<file path="config.mk">
export PLATFORM = sky130hd
export DESIGN_NAME = freq_gate_ctrl
export DESIGN_NICKNAME = d
export VERILOG_FILES = /design/src/rtl/freq_meter_pkg.sv /design/src/rtl/edge_sync.sv /design/src/rtl/freq_gate_ctrl.sv
export SDC_FILE = /design/constraint.sdc
export NUM_CORES = 1
export LEC_CHECK = 0
export ABC_CLOCK_PERIOD_IN_PS = 3200
export CAP_MARGIN = 5
export CORE_UTILIZATION = 51
export CTS_CLUSTER_SIZE = 30
export DETAILED_ROUTE_END_ITERATION = 6
export PLACE_DENSITY = 0.92
export SKIP_CTS_REPAIR_TIMING = 1
export SLEW_MARGIN = 20
export SYNTH_ARGS = -nofsm -noshare
export SYNTH_HDL_FRONTEND = slang
export SYNTH_SLANG_ARGS = --single-unit
</file>
<file path="constraint.sdc">
create_clock -name clk_50M -period 3.2 [get_ports clk_50M]
set_clock_uncertainty 0.1 [all_clocks]
set_input_delay 0.96 -clock clk_50M [delete_from_list [all_inputs] [get_ports clk_50M]]
set_output_delay 0.96 -clock clk_50M [all_outputs]
set_load 0.005 [all_outputs]
</file>
<file path="src/rtl/freq_meter_pkg.sv">
// Shared types and constants for the frequency meter: sequencer states,
// result geometry and timer width.
package freq_meter_pkg;

   localparam int DIGITS    = 8;
   localparam int BCD_W     = 4;
   localparam int RES_W     = DIGITS * BCD_W;
   localparam int TMR_W     = 32;
   localparam int CLR_EDGES = 2;
   localparam int EDGE_W    = $clog2(CLR_EDGES + 1);

   typedef enum logic [2:0] {
      ST_IDLE,
      ST_CLEAR,
      ST_GATE,
      ST_SETTLE,
      ST_LATCH
   } state_t;

endpackage

</file>
<file path="src/rtl/edge_sync.sv">
// Two-flop synchronizer for an asynchronous input with a single-cycle
// rising-edge pulse on the synchronized level.
module edge_sync (
   input  logic clk_50M,
   input  logic rst,
   input  logic async_in,
   output logic edge_p
);

   // [0],[1] form the synchronizer; [2] is the previous synchronized level.
   logic [2:0] sync_q;

   // Shift the raw input through the synchronizer and keep one delayed copy.
   always_ff @(posedge clk_50M) begin
      if (rst) begin
         sync_q <= '0;
      end else begin
         // NOTE: non-blocking, so each stage samples its neighbour's pre-edge value.
         sync_q <= {sync_q[1:0], async_in};
      end
   end

   assign edge_p = sync_q[1] & ~sync_q[2];

endmodule

</file>
<file path="src/rtl/freq_gate_ctrl.sv">
// Measurement sequencer for the BCD edge counter: clear handshake against the
// measured signal, exact-length gate, settle wait, then a one-cycle latch of
// the counter digits into stable result registers. Single-shot or continuous.
module freq_gate_ctrl
   import freq_meter_pkg::*;
#(
   parameter logic [TMR_W-1:0] GATE_CYCLES   = 32'd50_000_000,
   parameter logic [TMR_W-1:0] SETTLE_CYCLES = 32'd8,
   parameter logic [TMR_W-1:0] CLR_TIMEOUT   = 32'd50_000_000
) (
   input  logic             clk_50M,
   input  logic             rst,
   input  logic             ext_signal,
   input  logic             start,
   input  logic             cont,
   input  logic [RES_W-1:0] cnt_bcd,
   input  logic             cnt_over,
   output logic             counter_en,
   output logic             clear,
   output logic [RES_W-1:0] res_bcd,
   output logic             res_over,
   output logic             res_valid,
   output logic             no_signal,
   output logic             busy
);

   localparam logic [TMR_W-1:0] TMR_ONE   = TMR_W'(1);
   localparam logic [EDGE_W-1:0] EDGE_LAST = EDGE_W'(CLR_EDGES - 1);

   state_t              state_q, state_d;
   logic [TMR_W-1:0]    timer_q, timer_d;
   logic [EDGE_W-1:0]   edge_cnt_q, edge_cnt_d;
   logic                timeout_q, timeout_d;
   logic                timer_last;
   logic                edge_p;

   // Value loaded into the shared timer when a state is entered.
   function automatic logic [TMR_W-1:0] entry_load(input state_t s);
      case (s)
         ST_CLEAR:  return CLR_TIMEOUT;
         ST_GATE:   return GATE_CYCLES;
         ST_SETTLE: return SETTLE_CYCLES;
         default:   return '0;
      endcase
   endfunction

   edge_sync u_edge_sync (
      .clk_50M  (clk_50M),
      .rst      (rst),
      .async_in (ext_signal),
      .edge_p   (edge_p)
   );

   // The current state ends in this cycle; <= also covers a zero load.
   assign timer_last = (timer_q <= TMR_ONE);

   // Next-state, timer reload/decrement, clear-edge count and timeout flag.
   always_comb begin
      // NOTE: every target gets a default first, so no path can infer a latch.
      state_d    = state_q;
      edge_cnt_d = edge_cnt_q;
      timeout_d  = timeout_q;

      case (state_q)
         ST_IDLE: begin
            if (start) state_d = ST_CLEAR;
         end
         ST_CLEAR: begin
            if (edge_p && (edge_cnt_q == EDGE_LAST)) begin
               state_d = ST_GATE;
            end else begin
               if (edge_p) edge_cnt_d = edge_cnt_q + EDGE_W'(1);
               if (timer_last) begin
                  state_d   = ST_LATCH;
                  timeout_d = 1'b1;
               end
            end
         end
         ST_GATE: begin
            if (timer_last) state_d = ST_SETTLE;
         end
         ST_SETTLE: begin
            if (timer_last) state_d = ST_LATCH;
         end
         ST_LATCH: begin
            state_d = cont ? ST_CLEAR : ST_IDLE;
         end
         default: state_d = ST_IDLE;
      endcase

      // Every state entry reloads the timer; otherwise it counts down and
      // parks at zero rather than wrapping.
      if (state_d != state_q) begin
         timer_d = entry_load(state_d);
      end else if (timer_q != '0) begin
         timer_d = timer_q - TMR_ONE;
      end else begin
         timer_d = timer_q;
      end

      // A fresh handshake starts with no edges seen and no timeout.
      if ((state_d == ST_CLEAR) && (state_q != ST_CLEAR)) begin
         edge_cnt_d = '0;
         timeout_d  = 1'b0;
      end
   end

   // State, timer and registered outputs; results update only out of LATCH.
   always_ff @(posedge clk_50M) begin
      if (rst) begin
         state_q    <= ST_IDLE;
         timer_q    <= '0;
         edge_cnt_q <= '0;
         timeout_q  <= 1'b0;
         counter_en <= 1'b0;
         clear      <= 1'b0;
         busy       <= 1'b0;
         res_bcd    <= '0;
         res_over   <= 1'b0;
         res_valid  <= 1'b0;
         no_signal  <= 1'b0;
      end else begin
         state_q    <= state_d;
         timer_q    <= timer_d;
         edge_cnt_q <= edge_cnt_d;
         timeout_q  <= timeout_d;
         // Decoded from the next state so each output lines up with its state.
         counter_en <= (state_d == ST_GATE);
         clear      <= (state_d == ST_CLEAR);
         busy       <= (state_d != ST_IDLE);
         res_valid  <= (state_q == ST_LATCH);
         if (state_q == ST_LATCH) begin
            res_bcd   <= timeout_q ? '0 : cnt_bcd;
            res_over  <= timeout_q ? 1'b0 : cnt_over;
            no_signal <= timeout_q;
         end
      end
   end

endmodule

</file>
Word level (Yosys, flattened, before mapping)
Cells that the tools add are included.
- logic and storage cells: 49
- output and inout bits: 38
- bits of input ports: 38
- register bits after elaboration: 79
- equal/unequal tests: 10
- add/subtract/negate cells: 2
- multiplexer cells: 11
- bitwise operators: 3
- reduce and logical (&&, ||, !) cells: 10
- magnitude comparators: 1
- operator list (operator ; number):
    2-to-1 mux 32 bit ; 3
    case mux 26 bit (2 select lines) ; 1
    <= comparator 32 x 1 -> 1 bit, second input constant ; 1
    nonzero test 32 bit ; 1
    subtractor 32 x 1 -> 32 bit, second input constant ; 1
    case mux 3 bit (5 select lines) ; 1
    equality test 3 x 2 -> 1 bit, second input constant ; 4
    2-to-1 mux 3 bit ; 4
    equality test 3 x 1 -> 1 bit, second input constant ; 2
    AND reduction 3 bit ; 2
    OR reduction 2 bit ; 2
    equality test 3 bit, second input constant ; 1
    logical NOT 3 bit ; 1
    != test 3 x 1 -> 1 bit, second input constant ; 1
    != test 3 bit ; 1
    nonzero test 3 bit ; 1
    adder 2 x 1 -> 2 bit, second input constant ; 1
    equality test 2 x 1 -> 1 bit, second input constant ; 1
    logical AND 1 bit ; 2
    2-to-1 mux 1 bit ; 2
    inverter 1 bit ; 2
    nonzero test 2 bit ; 1
    bitwise AND 1 bit ; 1

Longest topological paths before layout
Gate-level depths: netlist (run 1).
- depth in word-level cells: 9
- gate-level depth with buffers: 10
- gate-level depth less buffers: 8

By module
From an unflattened synthesis (run 1), not the netlist that was laid out.
- cells, all modules: 419
- area, all modules: 3651.0 um^2
- modules (own cells, without submodules) (module ; area each (um^2) ; cells an instance ; instances ; sequential area each (um^2)):
    freq_gate_ctrl ; 3563.4 ; 412 ; 1 ; 1521.5
    edge_sync ; 87.6 ; 7 ; 1 ; 60.1

Least setup slack after synthesis (run 1)
Ideal clock, no wire load.
- path kind: reg2reg
- from: register timer_q[8]
- to: register timer_q[24]
- slack: 0.354 ns
- buffers on the path: 4
- data required time: 2.972 ns
- cell stages (with the launch flop): 11
- library setup time: 0.128 ns
- arrival: 2.619 ns
- clock period less this slack: 2.846 ns
- cell sequence: dfxtp_1 or3_1 buf_2 or4_4 buf_6 or4_1 buf_2 buf_2 o21ai_1 xor2_1 nor2_1
- longest elaborated chain between the ends: 6
- elaborated cells on any way between the ends: 11
- classes of those cells: 1 x add/sub; 1 x order compare; 1 x eq/ne; 6 x mux; 2 x reduce/logical
- RTL lines (item ; RTL line ; source):
    from (decl) ; freq_gate_ctrl.sv:31 ; logic [TMR_W-1:0] timer_q, timer_d;
    from (signal assigned) ; freq_gate_ctrl.sv:124 ; timer_q <= timer_d;
    <= comparator 32 x 1 -> 1 bit ; freq_gate_ctrl.sv:55 ; assign timer_last = (timer_q <= TMR_ONE);
    2-to-1 mux 3 bit ; freq_gate_ctrl.sv:73, freq_gate_ctrl.sv:83 ;
    2-to-1 mux 3 bit ; freq_gate_ctrl.sv:69 ; if (edge_p && (edge_cnt_q == EDGE_LAST)) begin
    case mux 3 bit (5 select lines) ; freq_gate_ctrl.sv:64 ; case (state_q)
    != test 3 bit ; freq_gate_ctrl.sv:93 ; if (state_d != state_q) begin
    2-to-1 mux 32 bit or nonzero test 2 bit (tied branches) ; n/a ;
Parallel ways exist; a longest one is shown, timed or not. The select of a mux whose other input is x is not followed.
A chain may end at the register's enable or synchronous reset.

Final worst setup path (run 1)
- from: register timer_q[16]
- to: register timer_q[18]
Same word-level chain as after synthesis.

==> results_dict.tcl, run 1 <==
set metrics [dict create \
    outcome "complete, but fails checks" \
    failed_checks "design-rule violations" \
    finalSetupTns_ns 0 \
    drt_pass1_iterations 7 \
    die_h_um 85.3 \
    clock_latency_ns 0.36 \
    portBuffers 75 \
    ys_seq_elements 79 \
    cts_buffers 9 \
    grt_pass1_wl_um 14600 \
    yosys_most_used_dff "dfxtp_1" \
    clkTransAtPathRegs_ns 0.08 \
    fp-row-count 30 \
    fin_crit_ns 2.99 \
    drive_gt1_share_pct 6.81 \
    boundaryPins 76 \
    power.switching_mw 0.683 \
    die-area_mm2 0.00728 \
    yosysTopAreaCell "dfxtp_1" \
    cts_tree "built" \
    yosys_warnings 0 \
    drv_cap 0 \
    whs_ns 0.359 \
    switching_share_pct 29.9 \
    slew_headroom_pct 51.7 \
    power.total_mw 2.29 \
    wl_um 8760 \
    period_share_pct 93.5 \
    pwr-share-comb_pct 20.5 \
    mappedNetlistArea_mm2 0.00354 \
    vias 3338 \
    gr-usage-all-layers_pct 25.3 \
    fmax_ghz 0.334 \
    synth.distinct_cells 41 \
    wire_per_inst_um 15.1 \
    initial_core_util_pct 52.4 \
    powerDensity_mw_per_mm2 505 \
    report.final.slew_viol_count 0 \
    crit_chain "or4_1, or4_4, or4_1, buf_4, o21ai_0, xor2_1, nor2_1" \
    cell_internal_pwr_mw 1.61 \
    path_max_fanout 20 \
    postRouteAntennaNets 0 \
    p_clk_share_pct 31.5 \
    hold_class "flip-flop to flip-flop" \
    antenna_found_initial 0 \
    arrival_ns 3.10 \
    numClockSinks 79 \
    worstPathRequired_ns 3.31 \
    area_growth_pct 28.1 \
    drc 2 \
    synth_top_area_share_pct 44.7 \
    rsz0062_at_grt "false" \
    initialDrtViolationCount 284 \
    synth_nets 469 \
    setup_viol 0 \
    synth_seq_area_share_pct 44.7 \
    gp_routability_congestion 0.880 \
    post-dp-hpwl_um 5980 \
    syn-instance-count 427 \
    p_seq_share_pct 47.9 \
    async_flop_share_pct 0 \
    grt_pass1_vias 3189 \
    crit_path_end_kind "flip-flop" \
    cts-root-buf "clkbuf_8" \
    grt_overflow 0 \
    via_per_inst 5.77 \
    critPathLaunchType "flip-flop" \
    path_common_cell "or4_1" \
    hold_viol_final 0 \
    cp_slowest_cell "or4_1" \
    tightest_slew_ns 0.721 \
    leakage_nw 1.69 \
    synth_edf_count 0 \
    cts-htree-levels 3 \
    max-vdd-ir-drop_v 0.000252 \
    avgSynthCellArea_um2 8.29 \
    clockBufferDepth 2 \
    grt_max_degree 69 \
    synthTopCellsByArea "dfxtp_1, nor2_1, nor3b_1" \
    utilization_pct 67.1 \
    cp_slowest_stage_delay_ns 0.61 \
    coreArea_mm2 0.00676 \
    worstSetupPathType "flip-flop to flip-flop" \
    antenna_cells 0 \
    die_w_um 85.3 \
    num-nets-final 537 \
]
cells by family after synthesis:
family	synth area share, %
and+or+nand+nor	30.8
DFF	44.7
AOI/OAI and AO/OA	11.9
buffers and inverters	4.17
xor gates and xnor gates	6.43
adders and majority gates	1.41
muxes	0.636
power groups by stage:
stage / registers, mW / clock network [mW] / logic, mW
2_1_floorplan: 1.10 / 0 / 0.340
3_3_place_gp: 1.11 / 0 / 0.436
6_report: 1.10 / 0.722 / 0.470
5_1_grt: 1.10 / 0.771 / 0.520
4_1_cts: 1.10 / 0.738 / 0.463
3_5_place_dp: 1.12 / 0 / 0.457
through the flow:
step | setup slack (ns) | cells | cell area, um^2
global route | 0.0562 | 579 | 4540
finish | 0.210 | 579 | 4540
floorplan | 0.354 | 427 | 3540
CTS | 0.222 | 579 | 4540
detailed placement | 0.247 | 564 | 4350
global placement | 0.345 | 564 | 4350
synth_stat cells (2+ instances only):
cell and count:
a21oi_1 51, a31oi_1 3, and2_1 2, and4_1 4, buf_1 4, buf_2 4, clkbuf_1 18, dfxtp_1 79
ha_1 4, inv_1 9, mux2_2 2, nand2_1 25, nand2b_1 2, nand3_1 9, nand3b_1 2, nor2_1 72
nor2b_1 4, nor3_1 13, nor3b_1 36, nor4_1 12, o211ai_1 3, o21ai_0 12, o21ai_1 2, or2_2 2
or3_1 9, or4_1 4, or4_4 2, xnor2_1 5, xor2_1 21
cells in the final DEF (no fill, tap or decap), types with 12 or more instances in the layout:
cell type and instances:
nor3b_1 36, dfxtp_1 79, nor4_1 12, nand2_1 24, nor3_1 13, nor2_1 72, o21ai_0 12, a21oi_1 51
xor2_1 21, clkdlybuf4s50_1 75
sequential cells by signal, summed over array words and instances, names as in the netlist:
| signal | count |
|---|---|
| res_over | 1 |
| timer_q | 32 |
| busy | 1 |
| counter_en | 1 |
| no_signal | 1 |
| res_valid | 1 |
| res_bcd | 32 |
| edge_cnt_q | 2 |
| timeout_q | 1 |
| u_edge_sync.sync_q | 3 |
| state_q | 3 |
| clear | 1 |
worst max-delay path: cells and delay by family (launching register included):
family / cells / cell delay [ns]
buffers and inverters: 1 / 0.23
AOI/OAI and AO/OA: 1 / 0.23
DFF: 1 / 0.35
xor gates and xnor gates: 1 / 0.20
and+or+nand+nor: 4 / 1.74
area by class of cell:
class | instances | area (um^2)
clock inverters | 5 | 60.1
fillers | 532 | 2220
well taps | 80 | 100
flip-flops and latches | 79 | 1580
repair buffers | 84 | 818
inverters | 9 | 33.8
clock buffers | 10 | 128
multi-input cells | 312 | 1810
final timing paths:
kind                                   from           to  slack [ns]  cells past startpoint
worst min register to register    no_signal    no_signal        0.36                      2
worst max-delay path            timer_q[16]  timer_q[18]        0.21                      7
worst min-delay path              no_signal    no_signal        0.36                      2
worst max register to register  timer_q[16]  timer_q[18]        0.21                      7
routing by layer:
| layer | wire length [um] | global-route usage [%] | up-vias |
|---|---|---|---|
| met5 | 0 | 0 | - |
| met4 | 286 | 10.9 | 0 |
| met3 | 488 | 6.91 | 40 |
| met2 | 4460 | 45.1 | 134 |
| met1 | 3520 | 28.2 | 1546 |
| li1 | - | - | 1618 |
Power figures use the tool's default switching activity.
==> run 2: changes to the inputs <==
HOLD_SLACK_MARGIN = 0.15   (was not set)
TNS_END_PERCENT = 30   (was not set)
==> results of run 2 <==
No change in the layout: final DEF, timing and power equal those of run 1.
